`src/rtl/offset_pipe_pkg.sv`:
```
// -----------------------------------------------------------------------------
// offset_pipe_pkg
// Shared constants and helpers for the offset_pipe datapath.
//   - DEF_WIDTH / DEF_STAGES / DEF_RST_OFFSET : default parameter values
//   - occ_width(stages) : width of an occupancy count able to hold 0..stages
//   - add_off(a, b, w)  : w-bit offset add on zero-extended operands (w <= 64).
//                         Wraps modulo 2^w. With OFFSET_PIPE_SAT_EN defined it
//                         saturates to all-ones on carry-out instead.
// -----------------------------------------------------------------------------
package offset_pipe_pkg;

    localparam int         DEF_WIDTH      = 8;
    localparam int         DEF_STAGES     = 2;
    localparam logic [7:0] DEF_RST_OFFSET = 8'h10;
    localparam int         ADD_MAX_W      = 64;

    function automatic int occ_width(input int stages);
        return $clog2(stages + 1);
    endfunction

    function automatic logic [ADD_MAX_W-1:0] add_off(
        input logic [ADD_MAX_W-1:0] a,
        input logic [ADD_MAX_W-1:0] b,
        input int                   w
    );
        logic [ADD_MAX_W-1:0] mask;
        mask = {ADD_MAX_W{1'b1}} >> (ADD_MAX_W - w);
`ifdef OFFSET_PIPE_SAT_EN
        // a + b overflows w bits exactly when a exceeds (2^w - 1) - b.
        if (a > (mask & ~b)) begin
            return mask;
        end
`endif
        return (a + b) & mask;
    endfunction

endpackage

```
`src/rtl/offset_pipe_stage.sv`:
```
// -----------------------------------------------------------------------------
// offset_pipe_stage
// One valid/ready register slice. Accepts a new item whenever it is empty or
// the downstream slice is taking the current one, so a chain of these runs at
// full throughput without bubbles.
// Ports:
//   clk, rst_n          : clock, asynchronous active-low reset
//   up_valid, up_data   : item offered by the upstream side
//   dn_ready            : downstream side takes the held item this cycle
//   valid, data         : held item
//   ready               : slice loads this cycle (!valid || dn_ready)
// -----------------------------------------------------------------------------
module offset_pipe_stage #(
    parameter int WIDTH = 8
) (
    input  logic             clk,
    input  logic             rst_n,
    input  logic             up_valid,
    input  logic [WIDTH-1:0] up_data,
    input  logic             dn_ready,
    output logic             valid,
    output logic [WIDTH-1:0] data,
    output logic             ready
);

    assign ready = !valid || dn_ready;

    always_ff @(posedge clk or negedge rst_n) begin
        if (!rst_n) begin
            valid <= 1'b0;
            data  <= '0;
        end else if (ready) begin
            valid <= up_valid;
            // Data only moves with a real item, keeping empty slices quiet.
            if (up_valid) begin
                data <= up_data;
            end
        end
    end

endmodule

```
`src/rtl/offset_pipe.sv`:
```
// -----------------------------------------------------------------------------
// offset_pipe
// STAGES-deep valid/ready pipeline carrying WIDTH-bit samples; the final stage
// adds a runtime-programmable offset. Counts delivered items.
// Optional build macro: OFFSET_PIPE_SAT_EN -- saturating final add plus a
// sticky sat_flag output set when a saturated result is delivered.
// Ports:
//   clk, rst_n                   : clock, asynchronous active-low reset
//   in_valid, in_ready, in_data  : producer side (in_ready is combinational)
//   out_valid, out_ready, out_data : consumer side, out_data = sample + offset
//   cfg_we, cfg_offset           : offset register write
//   offset_o                     : current offset register
//   occupancy                    : number of valid stages
//   sat_flag                     : (OFFSET_PIPE_SAT_EN only) sticky saturation
//   item_cnt                     : delivered items, wrapping
// -----------------------------------------------------------------------------
module offset_pipe
    import offset_pipe_pkg::*;
#(
    parameter int               WIDTH      = DEF_WIDTH,
    parameter int               STAGES     = DEF_STAGES,
    parameter logic [WIDTH-1:0] RST_OFFSET = WIDTH'(DEF_RST_OFFSET),
    parameter int               CNT_W      = 16
) (
    input  logic                           clk,
    input  logic                           rst_n,
    input  logic                           in_valid,
    output logic                           in_ready,
    input  logic [WIDTH-1:0]               in_data,
    output logic                           out_valid,
    input  logic                           out_ready,
    output logic [WIDTH-1:0]               out_data,
    input  logic                           cfg_we,
    input  logic [WIDTH-1:0]               cfg_offset,
    output logic [WIDTH-1:0]               offset_o,
    output logic [occ_width(STAGES)-1:0]   occupancy,
`ifdef OFFSET_PIPE_SAT_EN
    output logic                           sat_flag,
`endif
    output logic [CNT_W-1:0]               item_cnt
);

    localparam int OCC_W = occ_width(STAGES);

    logic             valid_s [STAGES];
    logic [WIDTH-1:0] data_s  [STAGES];
    logic             ready_s [STAGES+1];
    logic [WIDTH-1:0] offset_q;
    logic             push;
    logic             pop;

`ifdef OFFSET_PIPE_SAT_EN
    logic             src_last_v;
    logic [WIDTH-1:0] src_last;
    logic             sat_q;
`endif

    assign ready_s[STAGES] = out_ready;
    assign in_ready        = ready_s[0];
    assign out_valid       = valid_s[STAGES-1];
    assign out_data        = data_s[STAGES-1];
    assign offset_o        = offset_q;
    assign push            = in_valid && in_ready;
    assign pop             = out_valid && out_ready;

    for (genvar i = 0; i < STAGES; i++) begin : g_stage
        logic             src_v;
        logic [WIDTH-1:0] src_d;
        logic [WIDTH-1:0] load_d;

        if (i == 0) begin : g_head
            assign src_v = in_valid;
            assign src_d = in_data;
        end else begin : g_body
            assign src_v = valid_s[i-1];
            assign src_d = data_s[i-1];
        end

        // The final slice takes the offset sum; offset_q is the pre-write value
        // on a cfg_we edge, so an item entering on that edge sees the old offset.
        if (i == STAGES - 1) begin : g_tail
            assign load_d = WIDTH'(add_off(ADD_MAX_W'(src_d), ADD_MAX_W'(offset_q), WIDTH));
`ifdef OFFSET_PIPE_SAT_EN
            assign src_last_v = src_v;
            assign src_last   = src_d;
`endif
        end else begin : g_pass
            assign load_d = src_d;
        end

        offset_pipe_stage #(
            .WIDTH(WIDTH)
        ) u_stage (
            .clk      (clk),
            .rst_n    (rst_n),
            .up_valid (src_v),
            .up_data  (load_d),
            .dn_ready (ready_s[i+1]),
            .valid    (valid_s[i]),
            .data     (data_s[i]),
            .ready    (ready_s[i])
        );
    end

    always_ff @(posedge clk or negedge rst_n) begin
        if (!rst_n) begin
            offset_q  <= RST_OFFSET;
            occupancy <= '0;
            item_cnt  <= '0;
        end else begin
            if (cfg_we) begin
                offset_q <= cfg_offset;
            end
            // Valid-bit count changes by exactly one per accepted or delivered item.
            occupancy <= occupancy + OCC_W'(push) - OCC_W'(pop);
            if (pop) begin
                item_cnt <= item_cnt + 1'b1;
            end
        end
    end

`ifdef OFFSET_PIPE_SAT_EN
    // sat_q tracks whether the item held in the final slice was clamped.
    always_ff @(posedge clk or negedge rst_n) begin
        if (!rst_n) begin
            sat_q    <= 1'b0;
            sat_flag <= 1'b0;
        end else begin
            if (ready_s[STAGES-1] && src_last_v) begin
                sat_q <= (src_last > ~offset_q);
            end
            if (pop && sat_q) begin
                sat_flag <= 1'b1;
            end
        end
    end
`endif

endmodule

```
`config.mk`:
```
export PLATFORM = sky130hd
export DESIGN_NAME = offset_pipe
export DESIGN_NICKNAME = d
export VERILOG_FILES = /design/src/rtl/offset_pipe_pkg.sv /design/src/rtl/offset_pipe_stage.sv /design/src/rtl/offset_pipe.sv
export SDC_FILE = /design/constraint.sdc
export NUM_CORES = 1
export LEC_CHECK = 0
export CORE_MARGIN = 2
export CORE_UTILIZATION = 52
export CTS_CLUSTER_DIAMETER = 40
export DETAILED_ROUTE_END_ITERATION = 8
export PLACE_DENSITY = 0.92
export SLEW_MARGIN = 40
export SYNTH_ARGS = -nofsm -noshare
export SYNTH_HDL_FRONTEND = slang
export SYNTH_SLANG_ARGS = --single-unit
```
`constraint.sdc`:
```
create_clock -name clk -period 3.2 [get_ports clk]
set_clock_uncertainty 0.15 [all_clocks]
set_input_delay 0.64 -clock clk [delete_from_list [all_inputs] [get_ports clk]]
set_output_delay 0.64 -clock clk [all_outputs]
set_load 0.02 [all_outputs]
```
## Word level (Yosys, flattened, before mapping)

Index checks and enable logic that the tools add are counted.

- Register bits after elaboration: 44
- Bits of input ports: 21
- Output and inout bits: 36
- Word-level logic and storage cells: 19

- $add $sub $neg: 4
- Reduce and logical (&&, ||, !) cells: 8

Operators with widths:

| kind | count |
|---|---|
| 16-bit by 1-bit adder with 16-bit output (second input constant) | 1 |
| 8-bit adder | 1 |
| 2-bit AND reduction | 2 |
| 2-bit by 1-bit adder with 2-bit output | 1 |
| 1-bit logical AND | 2 |
| 1-bit logical NOT | 2 |
| 1-bit logical OR | 2 |
| 2-bit by 1-bit subtractor with 2-bit output | 1 |

## Depth between registers and ports, before layout

- Depth in word-level cells: 6
- Depth in mapped cells: 8
- Depth with buffers taken out: 8

## Modules after synthesis

Synthesis repeated with hierarchy kept, for this count alone.

- Cells, all modules: 164
- Area total of the unflattened synthesis: 2179.6 sq um

By module, submodules not included:

| module | times used | cells each | area an instance (sq um) | seq. area each (sq um) |
|---|---|---|---|---|
| offset_pipe | 1 | 124 | 1408.9 | 651.9 |
| offset_pipe_stage | 2 | 20 | 385.4 | 225.2 |

## Least setup slack after synthesis

OpenSTA, ideal clock, no wires.

- Kind: input port to flip-flop
- Start point: input out_ready
- End point: register occupancy[1]
- Library setup time: 0.123 ns
- Arrival time: 1.941 ns
- Data required time: 2.927 ns
- Slack: 0.987 ns
- Stages on the path: 8
- Buffers on the path: 0
- Cell sequence: and2b_1 -> nand2_1 -> nand2_2 -> ha_1 -> inv_1 -> ha_1 -> xnor2_1 -> xnor2_1

- Word-level cells in the longest chain between the ends: 5
- Elaborated cells between the ends (all ways): 6
- Classes of those cells: add/sub (2); reduce/logical (4)

Ends and longest elaborated chain:

| item | RTL line | RTL |
|---|---|---|
| start, declared | offset_pipe.sv:31 | `input logic out_ready,` |
| 1-bit logical OR (2 in a row) | offset_pipe_stage.sv:26 | `assign ready = !valid \|\| dn_ready;` |
| net in_ready | offset_pipe.sv:28 | `output logic in_ready,` |
| 1-bit logical AND | offset_pipe.sv:63 | `assign push = in_valid && in_ready;` |
| 2-bit by 1-bit adder with 2-bit output | offset_pipe.sv:115 | `occupancy <= occupancy + OCC_W'(push) - OCC_W'(pop);` |
| 2-bit by 1-bit subtractor with 2-bit output | offset_pipe.sv:115 |  |
| end signal, assigned | offset_pipe.sv:115 |  |
| end, declared | offset_pipe.sv:36 | `output logic [occ_width(STAGES)-1:0] occupancy,` |

The timed path passes the listed nets, and every way through them passes these cells.
A chain may end at the register's enable or synchronous reset.

## Worst setup path in the final report

- Start point: input out_ready
- End point: output in_ready

- Word-level cells in the longest chain between the ends: 2

Ends and longest elaborated chain:

| item | RTL line |
|---|---|
| 1-bit logical OR (2 in a row) | offset_pipe_stage.sv:26 |
| end, declared | offset_pipe.sv:28 |

Every way passes these cells.

==> results.cfg <==
[run_status]
status = complete, no violations

[power_and_ir_drop]
ir_worst_vdd_uv = 400
clkPwrFrac_pct = 17.7
intPower_mw = 1.18
combPwrFrac_pct = 38.9
leakage_nw = 1.20
power_frac_seq_pct = 43.4
p_sw_mw = 0.635
p_per_area_nw_per_um2 = 648
p_sw_share_pct = 35.0
power_mw = 1.82

[clock_tree]
numClockSinks = 44
post_cts_buffers = 0
clk_latency_ns = 0.29
h-tree-depth = 2
clk_path_buf_depth = 2
cts_resized = 0
cts-root-buf = clkbuf_8
cts_tree = yes
path_clk_slew_ns = 0.07
cts-buffers-inserted = 5
hold_buffers = 0

[logic_synthesis]
syn_inst = 181
ys.warnings.count = 0
syn_nets = 213
syn_area_um2 = 2130
synth-seq-cells = 44
synth.distinct_cells = 40
seq_area_frac_synth_pct = 51.7
synth_area_per_cell_um2 = 11.8
synthFlopType = dfrtp_1
synth_enable_flop_cells = 0
ys_async_sr_fraction_pct = 100

[placement]
dp_hpwl_um = 3180
globalplace.congestion = 0.811
io_buffer_count = 56

[timing]
maxSlewViolCount = 0
fmax_mhz = 343
rsz0062_at_grt = no
setup_viol = 0
worst_pin_slew_ns = 0.540
finalCriticalPeriod_ns = 2.92
max_slew_margin_pct = 64.0
fin_tns_setup_ns = 0
finalHoldViolations = 0
hold_ws_ns = 0.176
period_share_pct = 91.2

[critical_path]
critPathLaunchType = input port
crit_family = buffers and inverters
r2r-start = offset_o[0]$_DFFE_PN0P_
rr_worst_depth = 7
path_common_cell = clkdlybuf4s50_1
path_buf_inv = 2
crit_end = in_ready
end_kind = primary output
worst-setup-path-type = in -> out
r2r_setup_slack_ns = 1.14
arrival_ns = 2.13
critPathMaxFanout = 5
r2r_end = g_stage[1].u_stage.data[6]$_DFFE_PN0P_
critPathMaxStageDelay_ns = 0.62
critPathRequiredTime_ns = 2.41
crit_start = out_ready
critPathSlowestCell = clkdlybuf4s50_1
worstSetupPathDepth = 4
path_cells = clkdlybuf4s50_1 -> and2b_1 -> nand2_1 -> clkdlybuf4s50_1

[hold_path]
worstHoldPathType = in -> async

[drt]
wl_per_cell_um = 15.0
drtAntennaViolNets = 0
vias = 1586
drt_wl_total_um = 4330
drtIter0Drc = 103
drt_first_pass_iters = 4
vias_per_cell = 5.49
drc = 0

[die]
ioPinCount = 57
initial_utilization_pct = 53.7
fp.coreArea_um2 = 3970
die_w_um = 68.0
dieArea_um2 = 4630
row_count = 23
fp.dieH_um = 68.0

[global_route]
grt_use_total_pct = 20.9
antenna_found_initial = 0
grt_overflow = 0
grt_pass1_wl_um = 7100
grt_max_degree = 45
grt_pass1_vias = 1564

[final_layout]
fin_nets = 271
antenna_cells = 0
final_cell_mix = clkdlybuf4s50_1, dfrtp_1, mux2_2
drive_gt1_share_pct = 12.1
final_common_cell = clkdlybuf4s50_1
area_growth_pct = 31.5

[run]
maxCapViolCount = 0
logic make-up after synthesis:
logic type	Yosys count	synth area share, %
AND/OR/NAND/NOR	55	14.3
flip-flops	44	51.7
adder cells (fa/ha/maj)	11	6.81
multiplexers	18	9.51
AO/OA/AOI/OAI	22	7.10
buffers and inverters	11	2.35
XOR/XNOR	20	8.22
synthesized netlist by cell type (2+ instances only):
master    count  area, um^2
a211oi_1      2        15.0
a21o_1        2        15.0
a21oi_1       2        10.0
and3_1        2        12.5
buf_4         2        15.0
clkbuf_1      2        7.51
dfrtp_1      43        1080
ha_1         10         125
inv_1         6        22.5
mux2_2       18         203
nand2_1      16        60.1
nand2b_1      2        12.5
nand3_1       8        40.0
nand4_1       6        37.5
nand4b_1      3        26.3
nor2_1        6        22.5
nor2b_1       2        12.5
nor4_1        2        12.5
o21ai_0       7        35.0
o21bai_1      2        15.0
xnor2_1      12         105
xor2_1        8        70.1
registers in the layout, indices dropped and copies added (netlist names):
signal / flops
g_stage.u_stage.data: 16
item_cnt: 16
offset_o: 8
g_stage.u_stage.valid: 2
occupancy: 2
worst reg2reg max path: cells and delay by family, from the launching register on:
kind / cells / cell delay [ns]
compound gates: 1 / 0.28
fa+ha+maj: 2 / 0.44
buf+inv: 1 / 0.07
flops: 1 / 0.41
simple gates: 3 / 0.64
worst min path at each step:
stage          slack, ns  depth (start not counted)                startpoint                                     end
6_report            0.18                          1                     rst_n                 offset_o[0]$_DFFE_PN0P_
5_1_grt             0.21                          1                     rst_n                 offset_o[3]$_DFFE_PN0P_
4_1_cts             0.19                          1                     rst_n                item_cnt[11]$_DFFE_PN0P_
3_5_place_dp        0.32                          1  item_cnt[15]$_DFFE_PN0P_                item_cnt[15]$_DFFE_PN0P_
3_3_place_gp        0.31                          1  item_cnt[15]$_DFFE_PN0P_                item_cnt[15]$_DFFE_PN0P_
2_1_floorplan       0.19                          0                     rst_n  g_stage[0].u_stage.data[0]$_DFFE_PN0P_
layer usage:
layer  vias to the layer above  GRT usage (%)  part of all wire [%]
met5                         -              0                     0
met4                         0           8.50                   1.4
met3                         6           6.74                   4.6
met2                        52           34.1                    52
met1                       766           25.6                    42
li1                        762              -                     -
through the flow:
stage	utilization (%)	setup slack [ns]	std cells	instance area [um^2]
after floorplan	-	0.987	181	2130
after CTS	70.5	0.290	289	2800
after global placement	68.5	0.333	282	2720
final	70.5	0.282	289	2800
after global routing	70.5	0.185	289	2800
after detailed placement	68.6	0.296	282	2720
power by group through the flow:
stage	registers, mW	logic, mW	clock network (mW)
CTS	0.788	0.712	0.325
global placement	0.795	0.680	0
detailed placement	0.797	0.706	0
finish	0.788	0.707	0.321
floorplan	0.904	0.277	0
global route	0.806	0.765	0.354
layout make-up:
class                           count  area (um^2)
Tap cell                           50         62.6
Sequential cell                    44         1100
Multi-Input combinational cell    126          978
Timing Repair Buffer               56          558
Clock inverter                      1         5.00
Fill cell                         298         1170
Clock buffer                        6         72.6
Inverter                            6         22.5
No activity file was read; power rests on OpenSTA's default activity.
